<file path="config.mk">
export PLATFORM = sky130hd
export DESIGN_NAME = match_window_counter
export DESIGN_NICKNAME = d
export VERILOG_FILES = /design/src/rtl/match_window_counter.sv
export SDC_FILE = /design/constraint.sdc
export NUM_CORES = 1
export LEC_CHECK = 0
export ABC_AREA = 1
export BUFFER_PORTS_ARGS = -buffer_cell sky130_fd_sc_hd__buf_2
export CAP_MARGIN = 20
export CORE_MARGIN = 1.5
export CORE_UTILIZATION = 45
export CTS_BUF_LIST = sky130_fd_sc_hd__clkbuf_2
export DETAILED_ROUTE_END_ITERATION = 16
export SLEW_MARGIN = 25
export SYNTH_ARGS = -nofsm -noshare
export SYNTH_HDL_FRONTEND = slang
export SYNTH_SLANG_ARGS = --single-unit
</file>
<file path="constraint.sdc">
create_clock -name i_clk -period 2.85 [get_ports i_clk]
set_input_delay 0.57 -clock i_clk [delete_from_list [all_inputs] [get_ports i_clk]]
set_output_delay 0.57 -clock i_clk [all_outputs]
set_load 0.02 [all_outputs]
</file>
<file path="src/rtl/match_window_counter.sv">
// Counts detector match pulses over a fixed WINDOW-cycle frame and publishes count/alarm with a done pulse.
// Optional first-hit position capture is enabled with `define MATCH_FIRSTPOS_EN.
module match_window_counter #(
    parameter int WINDOW = 16,
    parameter int CNT_W  = 5,
    parameter int THRESH = 3
) (
    input  logic             i_clk,
    input  logic             i_reset,
    input  logic             i_start,
    input  logic             i_hit,
    output logic             o_busy,
    output logic             o_done,
    output logic [CNT_W-1:0] o_count,
    output logic             o_alarm
`ifdef MATCH_FIRSTPOS_EN
   ,output logic [7:0]       o_first_pos,
    output logic             o_first_vld
`endif
);

    typedef enum logic [1:0] {S_IDLE, S_RUN, S_DONE} state_t;

    localparam logic [7:0]       LAST = 8'(WINDOW - 1);
    localparam logic [CNT_W-1:0] THR  = CNT_W'(THRESH);
    localparam logic [CNT_W-1:0] MAX  = {CNT_W{1'b1}};

    state_t           r_state;
    state_t           w_state_nxt;
    logic [7:0]       r_pos;
    logic [CNT_W-1:0] r_acc;
    logic [CNT_W-1:0] w_acc_nxt;
    logic             w_last;
    logic             w_open;

    always_comb begin
        w_state_nxt = r_state;
        w_open      = 1'b0;
        w_last      = (r_state == S_RUN) && (r_pos == LAST);
        w_acc_nxt   = (i_hit && (r_acc != MAX)) ? r_acc + 1'b1 : r_acc;
        case (r_state)
            S_IDLE: if (i_start) begin
                w_state_nxt = S_RUN;
                w_open      = 1'b1;
            end
            S_RUN:  if (w_last) w_state_nxt = S_DONE;
            S_DONE: begin
                // back-to-back frames skip IDLE entirely
                if (i_start) begin
                    w_state_nxt = S_RUN;
                    w_open      = 1'b1;
                end else begin
                    w_state_nxt = S_IDLE;
                end
            end
            default: w_state_nxt = S_IDLE;
        endcase
    end

    always_ff @(posedge i_clk) begin
        if (i_reset) begin
            r_state <= S_IDLE;
            r_pos   <= 8'd0;
            r_acc   <= '0;
            o_busy  <= 1'b0;
            o_done  <= 1'b0;
            o_count <= '0;
            o_alarm <= 1'b0;
        end else begin
            r_state <= w_state_nxt;
            o_busy  <= (w_state_nxt == S_RUN);
            o_done  <= w_last;
            if (w_open) begin
                r_acc <= '0;
                r_pos <= 8'd0;
            end else if (r_state == S_RUN) begin
                r_acc <= w_acc_nxt;
                r_pos <= r_pos + 8'd1;
            end
            // final sample is folded in on the closing edge
            if (w_last) begin
                o_count <= w_acc_nxt;
                o_alarm <= (w_acc_nxt >= THR);
            end
        end
    end

`ifdef MATCH_FIRSTPOS_EN
    logic       r_seen;
    logic [7:0] r_cap;

    always_ff @(posedge i_clk) begin
        if (i_reset) begin
            r_seen      <= 1'b0;
            r_cap       <= 8'd0;
            o_first_pos <= 8'd0;
            o_first_vld <= 1'b0;
        end else if (w_open) begin
            r_seen <= 1'b0;
            r_cap  <= 8'd0;
        end else if (r_state == S_RUN) begin
            if (i_hit && !r_seen) begin
                r_seen <= 1'b1;
                r_cap  <= r_pos;
            end
            if (w_last) begin
                o_first_vld <= r_seen | i_hit;
                o_first_pos <= r_seen ? r_cap : (i_hit ? r_pos : 8'd0);
            end
        end
    end
`endif

endmodule

</file>
* After elaboration in Yosys (flattened, before gate mapping)
Cells that the tools add are included.
Word-level totals: bits in registers 23, latch bits 0, RAM bits 0, bits in read-only memories 0, input bits 4, output and inout port bits 8, logic and storage cells 27, memories kept 0
Operators by class: add/sub/neg operators 2, multiply operators 0, divide/modulo/power cells 0, magnitude comparators 1, equal/unequal tests 5, shifts and indexed selects 0, mux-type cells 7, bitwise gates (word level) 0, reductions and logical operators 5
Operators by type and width (count):
- $add 8x1->8 const B | 1
- $eq 8x4->1 const B | 1
- $pmux 2 s3 | 1
- $add 5x1->5 const B | 1
- $ge 5x2->1 const B | 1
- $mux 5 | 1
- $ne 5x5->1 const B | 1
- $eq 2x1->1 const B | 2
- $mux 2 | 2
- $reduce_or 2->1 | 2
- $mux 1 | 3
- $eq 2x2->1 const B | 1
- $logic_and 1x1->1 | 2
- $logic_not 2->1 | 1

* Logic depth before layout (Yosys ltp)
depth after elaboration 5, gate-level depth with buffers 13, mapped depth without buffers 13

* Least setup slack after synthesis
No wires, ideal clock.
kind reg2reg, start point register r_acc[0], end point register o_alarm, setup time 0.109 ns, data arrival time 1.438 ns, required time 2.741 ns, slack 1.303 ns, stages on the path, launching flop included 13, path buffers 0, clock period less this slack 1.547 ns, path through dfxtp_1 > ha_1 > nand2_1 > nor2_1 > ha_1 > inv_1 > nand3_1 > nor2_1 > nor2_1 > nor2_1 > nand3_1 > nand2_1 > inv_1
Between the ends: word-level cells in the longest chain between the ends 4
Ends and longest elaborated chain:
- start, declared | line 31 | logic [CNT_W-1:0] r_acc;
- start signal, assigned | line 77 | r_acc <= w_acc_nxt;
- branches (longest 2 deep; another with $add 5x1->5)
- $mux 5 * | line 40 | w_acc_nxt = (i_hit && (r_acc != MAX)) ? r_acc + 1'b1 : r_acc;
- $ge 5x2->1 * | line 83 | o_alarm <= (w_acc_nxt >= THR);
- end signal, assigned | line 83
- end, declared | line 15 | output logic o_alarm
Mark *: on every way between the ends. A chain may end at the register's enable or synchronous reset.

* Worst setup path in the final report
Ends and elaborated chain as after synthesis.

==> impl_metrics.toml <==
[power]
power_density_nw_per_um2 = 421
ir_drop_v = 0.000264
p_comb_share_pct = 8.9
power_leakage_nw = 0.571
power.switching_mw = 0.134
power_frac_clock_pct = 25.5
p_int_mw = 0.374
swShare_pct = 26.3
power_frac_seq_pct = 65.6

[sta]
finalSetupViolCount = 0
tightest_slew_ns = 0.422
fmax_mhz = 576
final.setup.worst_slack_ns = 1.12
fin_crit_sh_pct = 60.9
finalSetupTns_ns = 0
finalClockSkew_ns = 0.0207
grt_setup_unrepaired = "no"
slew_viol_final = 0
max_slew_margin_pct = 71.8
period_needed_ns = 1.73
hold_violations = 0

[synth]
synthTopCellsByCount = "nand2_1 (31), dfxtp_1 (23), inv_1 (22), nor2_1 (20), a21oi_1 (10)"
synth_nets = 160
syn-cell-area_um2 = 1120
synth_flop_cell = "dfxtp_1"
netlist_top_cells_area = "dfxtp_1 (41%), nand2_1 (10%), inv_1 (7.4%)"
yosysWarningCount = 0
yosysMostFrequentCell = "nand2_1"
avgSynthCellArea_um2 = 7.30
ys_seq_elements = 23
synthDistinctLibCells = 24
seq_area_frac_synth_pct = 41.2
synth_cells = 153
async_reset_ff_share_pct = 0
synth_edf_count = 0
yosysTopAreaCellShare_pct = 41.2
synth_largest_area_cell = "dfxtp_1"

[critical_path]
crit_end = "o_alarm$_SDFFE_PP0P_"
worstReg2RegStart = "r_acc[0]$_SDFFE_PP0P_"
critPathMostFrequentCell = "nor2_1"
worstSetupStartpoint = "r_acc[0]$_SDFFE_PP0P_"
rrSetupSlack_ns = 1.12
setup.worst_path.start_class = "register"
cp_slowest_cell = "dfxtp_1"
cp.depth = 12
worstRegToRegCells = 12
critical_path_required_ns = 3.12
cp_top_family = "simple AND/OR/NAND/NOR gates"
cp_max_fo = 4
worstPathArrival_ns = 2.01
path_buf_inv = 2
cp-end-kind = "register"
reg2reg_to = "o_alarm$_SDFFE_PP0P_"
cpPeakStageDelay_ns = 0.39
crit_chain = "ha_1, nand2_1, nor2_1, ha_1, inv_1, nand3_1, nor2_1, nor2_1, nor2_1, nand3_1, nand2_1, inv_1"
worst-setup-path-type = "reg -> reg"

[clocking]
clock_latency_ns = 0.33
postCtsSetupRepairBufs = 0
cts_hold_buf = 0
path_clk_slew_ns = 0.23
cts_tree = "built"
cts_max_level = 1
clock_sinks = 23
root_buffer = "clkbuf_2"
numCtsBuffers = 3
cts.path.max_buffers = 2
post_cts_resized = 0

[grt]
antenna_found_initial = 0
grt_pass1_vias = 845
grt_max_degree = 14
grt_overflow = 0
grtUsageTotal_pct = 17.7
grt_pass1_wl_um = 3640

[floorplan]
die_x_um = 52.8
pin_count = 12
die_area_um2 = 2790
core_um2 = 2280
rows = 17
initial_utilization_pct = 49.1
fp.dieH_um = 52.8

[route]
ant_nets = 0
remaining_drc_errors = 0
drtPass1Iterations = 4
wl_um = 2030
viasPerCell = 4.79
vias = 930
drt_iter0_drc = 21
wire_per_inst_um = 10.5

[run_status]
status = "complete, no violations"

[placement]
gp_congestion = 0.781
place_hpwl_um = 1610
io_buffers = 11
pre_cts_ws_ns = 1.13

[final_layout]
antennaDiodeCount = 0
num-nets-final = 174
area_growth_pct = 7.84
drive_gt1_share_pct = 19.3

[job]
cap_violations = 0

[hold_path]
hold_path_class = "reg -> reg"
[worst register-to-register path, stage by stage, from the launching register on]
cell	delay, ns
dfxtp_1	0.39
ha_1	0.24
nand2_1	0.07
nor2_1	0.04
ha_1	0.20
inv_1	0.11
nand3_1	0.12
nor2_1	0.11
nor2_1	0.05
nor2_1	0.17
nand3_1	0.10
nand2_1	0.06
inv_1	0.03
[cells in the final DEF (no fill, tap or decap), drive strengths merged]
cell type  instances
inv               25
nand4              1
nor2              29
nand3b             1
o21ai             10
clkbuf             3
clkinv             2
buf               11
a21oi             10
dfxtp             23
o211ai             2
ha                 3
nand2             35
and3               1
a211oi             1
nor3               1
nand3              7
o21bai             1
[worst min path at each step]
stage	cells past startpoint	slack (ns)	to	from
2_1_floorplan	2	0.44	r_pos[5]$_SDFFE_PP0P_	r_pos[5]$_SDFFE_PP0P_
3_3_place_gp	2	0.45	r_pos[5]$_SDFFE_PP0P_	r_pos[5]$_SDFFE_PP0P_
3_5_place_dp	2	0.46	o_count[4]$_SDFFE_PP0P_	o_count[4]$_SDFFE_PP0P_
4_1_cts	2	0.47	r_state[1]$_SDFF_PP0_	i_reset
5_1_grt	2	0.46	o_done$_SDFF_PP0_	i_reset
6_report	2	0.48	o_count[4]$_SDFFE_PP0P_	o_count[4]$_SDFFE_PP0P_
[metal layers]
layer | GRT usage, % | vias up | routed length, um
li1 | - | 506 | -
met1 | 25.2 | 412 | 1080
met2 | 26.3 | 10 | 885
met3 | 3.43 | 2 | 48
met4 | 6.84 | 0 | 16
met5 | 0 | - | 0
[layout make-up]
class / count / area (um^2)
fillers: 235 / 1070
clock inverters: 1 / 5.00
inverters: 26 / 103
multi-input cells: 102 / 532
well taps: 28 / 35.0
clock buffers: 3 / 15.0
repair buffers: 11 / 55.1
flip-flops and latches: 23 / 460
[sequential cells by signal, indices dropped and copies added, names as in the netlist]
register / cells
r_state: 2
o_alarm: 1
o_done: 1
o_count: 5
r_acc: 5
r_pos: 8
o_busy: 1
[kinds of logic after synthesis]
| family | count (synthesis) | synth area share (%) |
|---|---|---|
| flip-flops | 23 | 41.2 |
| AO/OA/AOI/OAI | 24 | 11.6 |
| buffers and inverters | 28 | 11.2 |
| adder cells (fa/ha/maj) | 3 | 3.36 |
| AND/OR/NAND/NOR | 75 | 32.6 |
[power groups by stage]
stage,sequential [mW],combinational (mW),clock [mW]
after floorplan,0.339,0.0360,0
after global placement,0.339,0.0455,0
after detailed placement,0.339,0.0454,0
after CTS,0.333,0.0458,0.136
after global routing,0.334,0.0520,0.150
final,0.333,0.0452,0.130
[metrics by stage]
step / power (mW) / area [um^2] / util [%] / hold WS (ns) / std cells
floorplan: 0.375 / 1120 / - / 0.436 / 153
global placement: 0.385 / 1180 / 52.1 / 0.451 / 190
detailed placement: 0.384 / 1180 / 52.1 / 0.459 / 190
CTS: 0.514 / 1200 / 52.9 / 0.471 / 194
global route: 0.536 / 1200 / 52.9 / 0.458 / 194
finish: 0.508 / 1200 / 52.9 / 0.484 / 194
(Power assumes the default switching activity.)
